[src/rtl/proc_packet_arbiter.sv]
// proc_packet_arbiter
//   Round-robin arbiter sharing the single Garnet proc_packet port between
//   NUM_REQ requesters. Granted write/read packets are registered onto the
//   shared port one cycle after the grant. Read requester IDs are kept in an
//   in-order FIFO so each rd_data_valid return is steered back to its issuer.
//
// Ports
//   clk, reset                  clock, asynchronous active-high reset
//   req_wr_en/strb/addr/data    per-requester write request and payload
//   req_rd_en/rd_addr           per-requester read request and address
//   req_gnt                     one-hot grant, combinational
//   req_rd_data(_valid)         read return, routed combinationally
//   proc_packet_wr_*/rd_*       registered shared packet port
//   proc_packet_rd_data(_valid) shared read return
//   err_unexpected_rd           sticky: return arrived with no read outstanding
//   perf_gnt_cnt/perf_stall_cnt only with PROC_ARB_PERF_CNT_EN defined
//
// Optional feature macro: PROC_ARB_PERF_CNT_EN (per-requester grant and stall
// counters, saturating at 32'hFFFF_FFFF).

module proc_packet_arbiter #(
  parameter int NUM_REQ         = 3,
  parameter int ADDR_WIDTH      = 20,
  parameter int DATA_WIDTH      = 64,
  parameter int MAX_OUTSTANDING = 4
) (
  input  logic                               clk,
  input  logic                               reset,
  input  logic [NUM_REQ-1:0]                 req_wr_en,
  input  logic [NUM_REQ*DATA_WIDTH/8-1:0]    req_wr_strb,
  input  logic [NUM_REQ*ADDR_WIDTH-1:0]      req_wr_addr,
  input  logic [NUM_REQ*DATA_WIDTH-1:0]      req_wr_data,
  input  logic [NUM_REQ-1:0]                 req_rd_en,
  input  logic [NUM_REQ*ADDR_WIDTH-1:0]      req_rd_addr,
  output logic [NUM_REQ-1:0]                 req_gnt,
  output logic [DATA_WIDTH-1:0]              req_rd_data,
  output logic [NUM_REQ-1:0]                 req_rd_data_valid,
  output logic                               proc_packet_wr_en,
  output logic [DATA_WIDTH/8-1:0]            proc_packet_wr_strb,
  output logic [ADDR_WIDTH-1:0]              proc_packet_wr_addr,
  output logic [DATA_WIDTH-1:0]              proc_packet_wr_data,
  output logic                               proc_packet_rd_en,
  output logic [ADDR_WIDTH-1:0]              proc_packet_rd_addr,
  input  logic [DATA_WIDTH-1:0]              proc_packet_rd_data,
  input  logic                               proc_packet_rd_data_valid,
  output logic                               err_unexpected_rd
`ifdef PROC_ARB_PERF_CNT_EN
  ,
  output logic [NUM_REQ*32-1:0]              perf_gnt_cnt,
  output logic [NUM_REQ*32-1:0]              perf_stall_cnt
`endif
);

  localparam int SW  = DATA_WIDTH / 8;
  localparam int IDW = $clog2(NUM_REQ);
  localparam int PW  = $clog2(MAX_OUTSTANDING);
  localparam int CW  = PW + 1;

  logic [IDW-1:0]        last_gnt_q;
  logic [IDW-1:0]        id_mem_q [MAX_OUTSTANDING];
  logic [PW-1:0]         wr_ptr_q;
  logic [PW-1:0]         rd_ptr_q;
  logic [CW-1:0]         count_q;
  logic                  err_q;

  logic                  wr_en_q;
  logic [SW-1:0]         wr_strb_q;
  logic [ADDR_WIDTH-1:0] wr_addr_q;
  logic [DATA_WIDTH-1:0] wr_data_q;
  logic                  rd_en_q;
  logic [ADDR_WIDTH-1:0] rd_addr_q;

  logic                  fifo_full;
  logic                  fifo_empty;
  logic [NUM_REQ-1:0]    eligible;
  logic                  gnt_valid;
  logic [IDW-1:0]        gnt_idx;
  logic                  gnt_is_wr;
  logic                  push;
  logic                  pop;
  logic [IDW-1:0]        head_id;

  // Full is taken from the registered count only, so a return in this cycle
  // never frees a slot for a read granted in the same cycle.
  assign fifo_full  = (count_q == CW'(MAX_OUTSTANDING));
  assign fifo_empty = (count_q == '0);

  assign eligible = req_wr_en | (req_rd_en & {NUM_REQ{~fifo_full}});

  // Search last_gnt+1 .. last_gnt+NUM_REQ, wrapping without a modulo operator.
  always_comb begin
    int cand;
    cand      = 0;
    gnt_valid = 1'b0;
    gnt_idx   = '0;
    for (int k = 1; k <= NUM_REQ; k++) begin
      cand = int'(last_gnt_q) + k;
      if (cand >= NUM_REQ) cand = cand - NUM_REQ;
      if (!gnt_valid && eligible[cand]) begin
        gnt_valid = 1'b1;
        gnt_idx   = IDW'(cand);
      end
    end
  end

  always_comb begin
    req_gnt = '0;
    if (gnt_valid) req_gnt[gnt_idx] = 1'b1;
  end

  // A requester raising both enables gets its write first.
  assign gnt_is_wr = req_wr_en[gnt_idx];
  assign push      = gnt_valid & ~gnt_is_wr;
  assign pop       = proc_packet_rd_data_valid & ~fifo_empty;
  assign head_id   = id_mem_q[rd_ptr_q];

  always_comb begin
    req_rd_data_valid = '0;
    if (pop) req_rd_data_valid[head_id] = 1'b1;
  end

  assign req_rd_data = pop ? proc_packet_rd_data : '0;

  always_ff @(posedge clk or posedge reset) begin
    if (reset) begin
      last_gnt_q <= IDW'(NUM_REQ - 1);
      wr_ptr_q   <= '0;
      rd_ptr_q   <= '0;
      count_q    <= '0;
      err_q      <= 1'b0;
      wr_en_q    <= 1'b0;
      wr_strb_q  <= '0;
      wr_addr_q  <= '0;
      wr_data_q  <= '0;
      rd_en_q    <= 1'b0;
      rd_addr_q  <= '0;
    end else begin
      if (gnt_valid) last_gnt_q <= gnt_idx;

      wr_en_q <= gnt_valid & gnt_is_wr;
      if (gnt_valid && gnt_is_wr) begin
        wr_strb_q <= req_wr_strb[gnt_idx*SW +: SW];
        wr_addr_q <= req_wr_addr[gnt_idx*ADDR_WIDTH +: ADDR_WIDTH];
        wr_data_q <= req_wr_data[gnt_idx*DATA_WIDTH +: DATA_WIDTH];
      end

      rd_en_q <= push;
      if (push) rd_addr_q <= req_rd_addr[gnt_idx*ADDR_WIDTH +: ADDR_WIDTH];

      if (push) wr_ptr_q <= wr_ptr_q + PW'(1);
      if (pop)  rd_ptr_q <= rd_ptr_q + PW'(1);
      case ({push, pop})
        2'b10:   count_q <= count_q + CW'(1);
        2'b01:   count_q <= count_q - CW'(1);
        default: count_q <= count_q;
      endcase

      if (proc_packet_rd_data_valid && fifo_empty) err_q <= 1'b1;
    end
  end

  // ID storage needs no reset: entries are only read below count_q.
  always_ff @(posedge clk) begin
    if (push) id_mem_q[wr_ptr_q] <= gnt_idx;
  end

  assign proc_packet_wr_en   = wr_en_q;
  assign proc_packet_wr_strb = wr_strb_q;
  assign proc_packet_wr_addr = wr_addr_q;
  assign proc_packet_wr_data = wr_data_q;
  assign proc_packet_rd_en   = rd_en_q;
  assign proc_packet_rd_addr = rd_addr_q;
  assign err_unexpected_rd   = err_q;

`ifdef PROC_ARB_PERF_CNT_EN
  for (genvar g = 0; g < NUM_REQ; g++) begin : g_perf
    logic [31:0] gnt_cnt_q;
    logic [31:0] stall_cnt_q;
    logic        req_any;

    assign req_any = req_wr_en[g] | req_rd_en[g];

    always_ff @(posedge clk or posedge reset) begin
      if (reset) begin
        gnt_cnt_q   <= '0;
        stall_cnt_q <= '0;
      end else begin
        if (req_gnt[g] && (gnt_cnt_q != '1)) gnt_cnt_q <= gnt_cnt_q + 32'd1;
        if (req_any && !req_gnt[g] && (stall_cnt_q != '1))
          stall_cnt_q <= stall_cnt_q + 32'd1;
      end
    end

    assign perf_gnt_cnt[g*32 +: 32]   = gnt_cnt_q;
    assign perf_stall_cnt[g*32 +: 32] = stall_cnt_q;
  end
`endif

endmodule

[config.mk]
export PLATFORM = sky130hd
export DESIGN_NAME = proc_packet_arbiter
export DESIGN_NICKNAME = d
export VERILOG_FILES = /design/src/rtl/proc_packet_arbiter.sv
export SDC_FILE = /design/constraint.sdc
export NUM_CORES = 1
export LEC_CHECK = 0
export CORE_AREA = 4 4 230 232
export DETAILED_ROUTE_END_ITERATION = 12
export DIE_AREA = 0 0 234 236
export HOLD_SLACK_MARGIN = 0.06
export SYNTH_ARGS = -nofsm -noshare
export SYNTH_HDL_FRONTEND = slang
export SYNTH_SLANG_ARGS = --single-unit
[constraint.sdc]
create_clock -name clk -period 3.8 [get_ports clk]
set_clock_uncertainty 0.05 [all_clocks]
set_input_delay 0.76 -clock clk [delete_from_list [all_inputs] [get_ports clk]]
set_output_delay 0.76 -clock clk [all_outputs]
set_load 0.01 [all_outputs]
; ---- After elaboration in Yosys (flattened, before gate mapping)
; Memory sizes are Yosys's and may differ from the RTL's.
; Index checks and enable logic that the tools add are counted.
[totals]
regBits = 124
ram_bits = 8
input_bits = 409
out_inout_bits = 185
word_cells = 88
memories = 1
[memory_table]
columns = name, depth, word_bits, rd, rd_ports_with_merged_regs, write_ports, line_no
row1 = id_mem_q, 4, 2, 1, 0, 1, 60  ; logic [IDW-1:0] id_mem_q [MAX_OUTSTANDING];
[op_classes]
add_sub_neg = 10
multipliers = 1
magnitude_cmp = 10
n_eq_ne = 3
n_shift = 4
n_mux = 30
bitwise = 8
n_reduce_logical = 10
[op_table]
columns = operator, count
row1 = 192-bit by 9-bit indexed part select with 64-bit output, 1
row2 = 60-bit by 8-bit indexed part select with 20-bit output, 2
row3 = "32-bit by 4-bit < comparator with 1-bit output, second input constant", 3
row4 = 32-bit two-way mux, 3
row5 = 64-bit two-way mux, 1
row6 = 24-bit by 6-bit indexed part select with 8-bit output, 1
row7 = 1-bit two-way mux, 14
row8 = "3-bit by 2-bit subtractor with 4-bit output, second input constant", 3
row9 = "3-bit by 2-bit >= comparator with 1-bit output, second input constant", 3
row10 = 1-bit binary-select mux with 2-bit select, 4
row11 = "2-bit by 2-bit adder with 3-bit output, second input constant", 2
row12 = 1-bit logical AND, 6
row13 = "2-bit by 3-bit < comparator with 1-bit output, second input constant", 2
row14 = 2-bit two-way mux, 3
row15 = 3-bit two-way mux, 2
row16 = 3-bit case mux with 2 select lines, 1
row17 = "2-bit by 3-bit multiplier with 5-bit output, second input constant", 1
row18 = "2-bit by 1-bit adder with 2-bit output, second input constant", 2
row19 = 1-bit demux with 2-bit select, 2
row20 = "2-bit by 1-bit >= comparator with 1-bit output, second input constant", 2
row21 = "2-bit by 1-bit adder with 3-bit output, second input constant", 1
row22 = "3-bit by 1-bit adder with 3-bit output, second input constant", 1
row23 = 1-bit AND, 3
row24 = 3-bit AND, 1
row25 = 9 further kinds, 12

; ---- Longest topological paths before layout
; Gate-level depths: netlist of run 1.
[depth]
word_depth = 20
depth_mapped = 17
depth_no_buf = 14

; ---- Least setup slack after synthesis of run 1
; Ideal clock, no wire load.
[synth_timing]
path_type = flip-flop to flip-flop
startpoint = register last_gnt_q[1]
endpoint = register count_q[2]
setup_ps = 79
t_arrival_ps = 3423
required_time_ps = 3671
path_slack_ps = 247
stages_incl_launch_ff = 18
n_path_buf = 3
synth_period_minus_slack_ps = 3553
cell_sequence = dfstp_2 inv_1 ha_1 clkbuf_1 inv_1 or3_1 nor4_4 o21ai_1 and4b_1 buf_2 buf_6 inv_1 ha_1 inv_1 fa_1 xor2_1 nor2_1 xor2_1
[synth_between]
elab_chain_len = 19
word_cells_on_any_way = 39
classes_between = add/sub (6) / order compare (3) / eq/ne (2) / mux (21) / bitwise (2) / reduce/logical (5)
[synth_rtl]
columns = item, line_no
row1 = start: declaration, 59  ; logic [IDW-1:0] last_gnt_q;
row2 = start signal: assignment, 126  ; last_gnt_q <= IDW'(NUM_REQ - 1);
row3 = start signal: assignment, 138  ; if (gnt_valid) last_gnt_q <= gnt_idx;
row4 = 2-bit by 1-bit adder with 3-bit output, 97  ; cand = int'(last_gnt_q) + k;
row5 = 3-bit by 2-bit subtractor with 4-bit output / 3-bit by 2-bit >= comparator with 1-bit output (equally long branches), 98  ; if (cand >= NUM_REQ) cand = cand - NUM_REQ;
row6 = 32-bit two-way mux, 98
row7 = 1-bit binary-select mux with 2-bit select, 99  ; if (!gnt_valid && eligible[cand]) begin
row8 = 1-bit two-way mux (implied by the code) (2 in series), 99
row9 = 1-bit two-way mux, 99
row10 = 1-bit logical NOT, 99
row11 = 1-bit logical AND, 99
row12 = (+3 left out), --
row13 = 2-bit two-way mux, 99
row14 = 1-bit binary-select mux with 2-bit select, 112  ; assign gnt_is_wr = req_wr_en[gnt_idx];
row15 = 1-bit two-way mux (implied by the code), 112
row16 = 1-bit inverter, 113  ; assign push = gnt_valid & ~gnt_is_wr;
row17 = 1-bit AND (*), 113
row18 = net push, 79  ; logic push;
row19 = 2-bit by 1-bit equality test with 1-bit output / 2-bit equality test (equally long branches), 152  ; case ({push, pop})
row20 = 3-bit case mux with 2 select lines / 2-bit nonzero test (equally long branches), --
row21 = end signal: assignment, 153  ; 2'b10: count_q <= count_q + CW'(1);
row22 = end signal: assignment, 154  ; 2'b01: count_q <= count_q - CW'(1);
row23 = end signal: assignment, 155  ; default: count_q <= count_q;
row24 = end: declaration, 63  ; logic [CW-1:0] count_q;
; The timed path passes the listed nets; every way through them passes the cells marked *. The select of a mux whose other input is x is not followed.
; A chain may end at the register's enable or synchronous reset.

; ---- Final worst setup path of run 1
[layout_timing]
startpoint = input port proc_packet_rd_data_valid
endpoint = output port req_rd_data[27]
[layout_between]
elab_chain_len = 2
[layout_rtl]
columns = item, line_no
row1 = start: declaration, 45  ; input logic proc_packet_rd_data_valid,
row2 = 1-bit AND, 114  ; assign pop = proc_packet_rd_data_valid & ~fifo_empty;
row3 = 64-bit two-way mux, 122  ; assign req_rd_data = pop ? proc_packet_rd_data : '0;
row4 = end: declaration, 36  ; output logic [DATA_WIDTH-1:0] req_rd_data,
; No other way between the ends.

==> summary.md, run 1 <==
| Metric | Value |
|---|---|
| Run status | `finished clean` |
| Placer congestion estimate | `0.828` |
| Part of the cycle the worst path needs | `0.923` |
| Deepest clock path buffer count | `2` |
| Required arrival time at the worst endpoint | `2.99 ns` |
| Synthesized netlist cell count | `roughly 960` |
| End of the worst register-to-register path | `count_q[2]$_DFFE_PP0P_` |
| Area leader, netlist | `sky130_fd_sc_hd__dfrtp_1` |
| Proportion of synthesized chip area in sequential cells | `0.377` |
| H-Tree Level Count | `4` |
| Static leakage power | `0.00621 µW` |
| Final instance area | `approximately 16000 µm²` |
| Netlist area before placement | `8870 µm²` |
| Number of violations of the max-capacitance limit | `0` |
| Global-route usage over all layers | `0.144` |
| Footprint of the multi-input gates | `5130 µm²` |
| Clk Latency, worst-skew pair | `0.45 ns` |
| Min Clock Period, post-route | `3.51 ns` |
| Worst Max-Slew Pin Slew | `just over 0.8 ns` |
| Floorplan die area | `55200 µm²` |
| Minimum setup slack among reg-to-reg paths | `a little over 0.3 ns` |
| Residual overflow from global routing | `0` |
| Worst Hold Slack | `0.416 ns` |
| Highest cell delay on the worst timing path | `0.55 ns` |
| Most instantiated flip-flop cell in the synthesis netlist | `sky130_fd_sc_hd__dfrtp_1` |
| Number of library cell types mapped by synthesis | `50` |
| Worst hold-check path type | `flop to flop` |
| Hold path depth | `1` |
| Nature of the critical path endpoint | `output port` |
| CP most frequent cell | `sky130_fd_sc_hd__clkdlybuf4s50_1` |
| DR WL/cell | `18.5 µm` |
| Flip-flop and latch count after synthesis | `132` |
| Initial standard-cell utilization of the core | `0.174` |
| Beginning of the worst hold path | `err_unexpected_rd$_DFFE_PP0P_` |
| Worst-path cell chain | `clkdlybuf4s50_1 -> nor2b_4 -> buf_12 -> and2_1 -> clkdlybuf4s50_1` |
| Asr flop ratio synth | `0.939` |
| Maximum number of pins on one net before global-route repair | `approximately 120` |
| R2R depth | `15` |
| Clock root buffer | `sky130_fd_sc_hd__clkbuf_16` |
| Most frequent cells in the layout | `591 x sky130_fd_sc_hd__clkdlybuf4s50_1, 225 x sky130_fd_sc_hd__o21ai_0, 123 x sky130_fd_sc_hd__dfrtp_1` |
| First-pass iteration count of the detailed router | `5` |
| Antenna cell count | `0` |
| Count of nets after finishing | `1930` |
| Category of the worst setup path launch point | `input pin` |
| Half-perimeter wire length of the detailed placement result | `30500 µm` |
| Count of buffers inserted at the top-level ports | `593` |
| Vias per Instance | `4.44` |
| Final count of pins violating max slew | `0` |
| Area contributors post-synth | `sky130_fd_sc_hd__dfrtp_1 35%, sky130_fd_sc_hd__o21ai_0 13%, sky130_fd_sc_hd__mux2_4 12%` |
| Post-synthesis average cell area | `9.26 µm²` |
| Launch point of the worst reg-to-reg path | `last_gnt_q[1]$_DFFE_PP1P_` |
| Post-Synthesis Net Count | `1376` |
| Number of failing setup endpoints in the final timing report | `0` |
| Number of synthesized flops with an enable pin | `8` |
| Number of endpoints with negative hold slack in the final report | `0` |
| Yosys warnings | `0` |
| Layout overhead on the synthesized area | `84.3%` |
| Final routed DRC violation total | `0` |
| Final total power | `15200 µW` |
| Fill cell instance count of the final layout | `5255` |
| Final WL | `40800 µm` |
| Ratio of cells with drive above 1 in the final layout | `0.135` |
| Global-route wire length before repair | `a little over 60000 µm` |
| Critical path launch point | `proc_packet_rd_data_valid` |
| Worst IR drop on VDD | `923 µV` |
| Count of boundary I/O pins | `around 600` |
| Clock transition at path regs | `0.06 ns` |
| Detailed router's first-iteration violation count | `460` |
| Instance area after placement | `~16000 µm²` |
| Endpoint with the worst hold slack | `err_unexpected_rd$_DFFE_PP0P_` |
| Maximum fanout along the worst path | `46` |
| Slowest library cell on the worst path | `sky130_fd_sc_hd__clkdlybuf4s50_1` |
| Worst max-slew margin expressed relative to the limit | `0.450` |
| Critical path's top delay family | `buffers and inverters` |
| Vias in the first global route | `10300` |
| Type of the worst setup path | `input pin to output port` |
| Register Area | `3340 µm²` |
| Row Count | `83` |
| DIE WIDTH | `between 200 and 250 µm` |
| Power density over cell area | `928 nW/µm²` |
| Hold buffer count at cts | `0` |
| Data arrival time of the critical path | `2.70 ns` |
| Count of nets left with antenna violations after detail routing | `0` |
| Clock sink total | `132` |
| Count of vias placed by the detailed router | `9788` |
| WP buf/inv | `3` |
| Placeable core area | `~51000 µm²` |
| Max Clock Freq | `285 MHz` |
| Layout Utilization | `0.320` |
| Chip Height | `236 µm` |
| TritonCTS Buffers | `17` |
| Area fraction of the dominant cell type after synthesis | `0.347` |
| Initial antenna violation count | `0` |
| Most frequent standard cell in the layout excluding fill and tap cells | `sky130_fd_sc_hd__clkdlybuf4s50_1` |
| Unrepaired setup endpoints after global routing | `no` |
| Clock tree from TritonCTS | `built` |
[logic make-up after synthesis]
kind of cell,synth area share
xor gates and xnor gates,0.00593
muxes,0.179
AOI/OAI and AO/OA,0.238
DFF,0.377
adders and majority gates,0.0135
and+or+nand+nor,0.131
buffers and inverters,0.0554
[what timing repair did]
| item | 4_1_cts | 5_1_grt |
|---|---|---|
| endpoints found under the setup margin | 1 | 2 |
| gates resized for setup | 2 | 6 |
| buffers inserted | 1 | 0 |
| pin swaps | 1 | 0 |
[power by group]
part	switching [µW]	internal (µW)
sequential	438	2280
clock	670	1040
combinational	5130	5610
total	6240	8930
[flip-flops by register name (all words and copies together), names as in the netlist]
name	count
err_unexpected_rd	1
proc_packet_wr_en	1
last_gnt_q	2
proc_packet_rd_addr	20
id_mem_q	8
proc_packet_wr_strb	8
count_q	3
proc_packet_wr_data	64
proc_packet_wr_addr	20
proc_packet_rd_en	1
rd_ptr_q	2
wr_ptr_q	2
[metrics by stage]
step	setup slack (ns)	setup TNS [ns]	cells
final	0.294	0	2203
after global routing	0.0879	0	2203
after CTS	0.0133	0	2203
after detailed placement	-0.0628	-0.0628	2172
after global placement	-0.0498	-0.0498	2172
after floorplan	0.247	0	958
[synth_stat cells, types with 2 or more instances]
cell type,count
sky130_fd_sc_hd__and2_1,71
sky130_fd_sc_hd__inv_1,11
sky130_fd_sc_hd__nor3b_1,2
sky130_fd_sc_hd__nand2b_1,2
sky130_fd_sc_hd__dfrtp_1,123
sky130_fd_sc_hd__or2_2,4
sky130_fd_sc_hd__mux2_1,2
sky130_fd_sc_hd__nor4b_2,2
sky130_fd_sc_hd__o21ai_0,225
sky130_fd_sc_hd__a21o_1,3
sky130_fd_sc_hd__nor3_1,5
sky130_fd_sc_hd__nand3_1,3
sky130_fd_sc_hd__mux2_2,42
sky130_fd_sc_hd__buf_2,3
sky130_fd_sc_hd__mux2_4,69
sky130_fd_sc_hd__ha_1,8
sky130_fd_sc_hd__buf_6,11
sky130_fd_sc_hd__xnor2_1,3
sky130_fd_sc_hd__edfxtp_1,8
sky130_fd_sc_hd__a21oi_1,3
sky130_fd_sc_hd__xor2_1,3
sky130_fd_sc_hd__nand2_1,117
sky130_fd_sc_hd__nor2_1,10
sky130_fd_sc_hd__mux4_2,2
sky130_fd_sc_hd__o22ai_1,4
sky130_fd_sc_hd__o21ai_1,4
sky130_fd_sc_hd__clkbuf_1,82
sky130_fd_sc_hd__o211ai_1,113
sky130_fd_sc_hd__a31oi_1,2
[how the worst max path moves through the flow]
stage | to | slack [ns] | cells after the start
4_1_cts | req_gnt[1] | 0.01 | 7
3_3_place_gp | count_q[2]$_DFFE_PP0P_ | -0.05 | 13
2_1_floorplan | count_q[2]$_DFFE_PP0P_ | 0.25 | 17
5_1_grt | count_q[2]$_DFFE_PP0P_ | 0.09 | 15
6_report | req_rd_data[27] | 0.29 | 5
3_5_place_dp | count_q[2]$_DFFE_PP0P_ | -0.06 | 13
[final cells by class]
class / instances / share of cell area
well taps: 680 / 0.0521
repair buffers: 632 / 0.390
clock inverters: 9 / 0.00743
inverters: 11 / 0.00276
clock buffers: 21 / 0.0295
multi-input cells: 718 / 0.314
flip-flops and latches: 132 / 0.205
[metal layers]
metal	track usage	wire length, µm	up-vias
li1	-	-	4551
met1	0.160	15400	4674
met2	0.250	20700	497
met3	0.0437	3250	66
met4	0.0650	1440	0
met5	0	0	-
Note: power is estimated with default switching activity, not from simulation.
==> run 2: changes to the inputs <==
Settings changed: CELL_PAD_IN_SITES_DETAIL_PLACEMENT set to 0, CELL_PAD_IN_SITES_GLOBAL_PLACEMENT set to 1, CORE_AREA 4 4 230 232 to 4 4 227 229, CTS_BUF_LIST set to sky130_fd_sc_hd__clkbuf_2 sky130_fd_sc_hd__clkbuf_4 sky130_fd_sc_hd__clkbuf_8, DIE_AREA 0 0 234 236 to 0 0 231 233, PLACE_DENSITY_LB_ADDON set to 0.1.
==> run 2 against run 1 <==
- largest cell class unchanged
- combinational power barely moved
- non-clock buffer count rose by 4
- via count fell by 0.85%
==> summary.md, run 2 (same netlist as run 1, synthesis figures left out) <==
| Metric | Value |
|---|---|
| Deepest clock path buffer count | `2 (unchanged)` |
| Most frequent standard cell in the layout excluding fill and tap cells | `sky130_fd_sc_hd__clkdlybuf4s50_1` |
| Post-CTS setup buffers | `0 (-1)` |
| Type of the worst setup path | `input pin to output port` |
| H-Tree Level Count | `4 (unchanged)` |
| Detailed router's first-iteration violation count | `372 (-19%)` |
| Clk Latency, worst-skew pair | `0.47 ns (+0.02 ns)` |
| Setup ws final | `0.295 ns (+0.00152 ns)` |
| Placeable core area | `49700 µm² (-2.6%)` |
| First-pass iteration count of the detailed router | `4 (-1)` |
| End of the worst register-to-register path | `proc_packet_wr_data[38]$_DFFE_PP0P_` |
| Power density over cell area | `920 nW/µm² (-0.92%)` |
| Initial antenna violation count | `9 (+9)` |
| Final routed DRC violation total | `0 (unchanged)` |
| Final instance area | `16200 µm² (-1.0%)` |
| Count of boundary I/O pins | `594 (unchanged)` |
| Clock power frac | `0.087 (-0.026)` |
| Worst IR drop on VDD | `1010 µV (+9.7%)` |
| Clock root buffer | `sky130_fd_sc_hd__clkbuf_8` |
| Cell-internal power | `8420 µW (-5.6%)` |
| Final total power | `14900 µW (-1.9%)` |
| Number of failing setup endpoints in the final timing report | `0 (unchanged)` |
| Setup WS pre-CTS | `-0.0375 ns (+0.0254 ns)` |
| Data arrival time of the critical path | `2.69 ns (about the same)` |
| Number of flip-flops under the largest register name | `64 (unchanged)` |
| Highest cell delay on the worst timing path | `0.49 ns (-0.06 ns)` |
| Worst Max-Slew Pin Slew | `0.884 ns (+0.0588 ns)` |
| Category of the worst setup path launch point | `input pin` |
| Placer congestion estimate | `0.791 (-4.5%)` |
| TritonCTS Buffers | `17 (unchanged)` |
| Unrepaired setup endpoints after global routing | `no` |
| Maximum number of pins on one net before global-route repair | `118 (+2.6%)` |
| Count of buffers inserted at the top-level ports | `593 (unchanged)` |
| DR WL/cell | `21.7 µm (+17%)` |
| Floorplan die area | `53800 µm² (-2.5%)` |
| Static leakage power | `0.00613 µW (-1.2%)` |
| Most frequent cells in the layout | `591 x sky130_fd_sc_hd__clkdlybuf4s50_1, 225 x sky130_fd_sc_hd__o21ai_0, 122 x sky130_fd_sc_hd__dfrtp_1` |
| DIE WIDTH | `231 µm (-1.3%)` |
| R2R depth | `10 (-5)` |
| Chip Height | `233 µm (-1.3%)` |
| Half-perimeter wire length of the detailed placement result | `34500 µm (+13%)` |
| Worst hold-check path type | `flop to flop` |
| Part of the cycle the worst path needs | `0.922 (about the same)` |
| Beginning of the worst hold path | `err_unexpected_rd$_DFFE_PP0P_` |
| Switching power | `6450 µW (+3.3%)` |
| Final WL | `48000 µm (+18%)` |
| Instance area after placement | `15700 µm² (+0.18%)` |
| Max Clock Freq | `285 MHz (about the same)` |
| Row Count | `82 (-1.2%)` |
| Layout Utilization | `0.326 (+0.00520)` |
| Number of endpoints with negative hold slack in the final report | `0 (unchanged)` |
| Maximum fanout along the worst path | `3 (-93%)` |
| Count of nets after finishing | `1934 (+0.21%)` |
| Required arrival time at the worst endpoint | `2.99 ns (about the same)` |
| Count of vias placed by the detailed router | `9705 (-0.85%)` |
| Count of nets left with antenna violations after detail routing | `0 (unchanged)` |
| Endpoint with the worst hold slack | `err_unexpected_rd$_DFFE_PP0P_` |
| Nature of the critical path endpoint | `output port` |
| Critical path launch point | `req_wr_en[2]` |
| Fraction of power spent switching nets | `0.434 (+0.0222)` |
| Clock sink total | `132 (unchanged)` |
| Global-route wire length before repair | `69800 µm (+15%)` |
| Initial standard-cell utilization of the core | `0.179 (+0.00467)` |
| Run status | `finished clean` |
| Number of violations of the max-capacitance limit | `0 (unchanged)` |
| Part of the power in registers | `0.182 (+0.003)` |
| Worst-path cell chain | `clkdlybuf4s50_1 -> or4b_4 -> and3_4 -> o21ai_0 -> and2_1 -> a21oi_1 -> dlygate4sd2_1` |
| Minimum setup slack among reg-to-reg paths | `0.54 ns (+0.23 ns)` |
| Launch point of the worst reg-to-reg path | `last_gnt_q[1]$_DFFE_PP1P_` |
| Global-route usage over all layers | `0.171 (+0.0268)` |
| Residual overflow from global routing | `0 (unchanged)` |
| Vias in the first global route | `10300 (+0.30%)` |
| Clock tree from TritonCTS | `built` |
| Layout overhead on the synthesized area | `82.4%` |
| Worst max-slew margin expressed relative to the limit | `0.410 (-0.0392)` |
| Slowest library cell on the worst path | `sky130_fd_sc_hd__or4b_4` |
| Vias per Instance | `4.40 (-1.1%)` |
| Ratio of cells with drive above 1 in the final layout | `0.138 (+0.00340)` |
| Hold path depth | `1 (unchanged)` |
| Final count of pins violating max slew | `0 (unchanged)` |
| Fill cell instance count of the final layout | `5262 (+0.13%)` |
| Combinational power share | `0.731 (+0.023)` |
| Min Clock Period, post-route | `3.50 ns (-0.00152 ns)` |
| Hold buffer count at cts | `0 (unchanged)` |
| Clock transition at path regs | `0.09 ns (+0.03 ns)` |
==> run 2: worst max-delay path by stage <==
| stage | end | slack [ns] | cells after the start |
|---|---|---|---|
| final | req_gnt[0] | 0.30 | 7 |
| after global routing | req_gnt[2] | 0.12 | 7 |
| after CTS | req_gnt[1] | 0.001 | 7 |
| after floorplan | count_q[2]$_DFFE_PP0P_ | 0.25 | 17 |
| after detailed placement | proc_packet_wr_strb[5]$_DFFE_PP0P_ | -0.04 | 9 |
| after global placement | req_gnt[1] | -0.009 | 8 |
==> run 2: layout make-up <==
class | instances | area [µm²] | area share
clock buffer | 20 | 275 | 0.0170
multi-input combinational | 718 | 5120 | 0.317
tap | 672 | 841 | 0.0520
sequential | 132 | 3350 | 0.207
clock inverter | 12 | 128 | 0.00789
timing repair buffer | 636 | 6400 | 0.396
inverter | 11 | 45.0 | 0.00279
antenna | 7 | 17.5 | 0.00108
==> run 2: worst max-delay path: cells and delay by family <==
kind	cells	cell delay, ns
buffers and inverters	2	0.74
AOI/OAI and AO/OA	2	0.30
and+or+nand+nor	3	0.88
==> run 2: routing by layer <==
layer	vias to the layer above	global-route usage	routed length (µm)	part of all wire
li1	4567	-	-	-
met1	4792	0.203	19600	0.41
met2	325	0.302	24500	0.51
met3	17	0.0558	3500	0.073
met4	4	0.0340	402	0.0084
met5	-	0	27	0.00056
==> run 2: metrics by stage <==
stage	TNS (ns)	hold slack, ns	instances
4_1_cts	0	0.435	2201
6_report	0	0.422	2208
3_3_place_gp	-0.0266	0.390	2169
3_5_place_dp	-0.159	0.417	2169
5_1_grt	0	0.464	2205
2_1_floorplan	0	0.431	958
==> run 2: what timing repair did <==
item,CTS,global route
pin swaps,1,0
gates resized for setup,5,2
endpoints found under the hold margin,0,0
cloned,0,0
setup endpoints to repair,2,1
==> run 2: power groups by stage <==
| stage | clock, µW | sequential [µW] | combinational, µW |
|---|---|---|---|
| detailed placement | 0 | 2710 | 11200 |
| global route | 1420 | 2810 | 11800 |
| global placement | 0 | 2710 | 11200 |
| CTS | 1360 | 2710 | 11200 |
| floorplan | 0 | 2940 | 6440 |
| finish | 1290 | 2710 | 10900 |
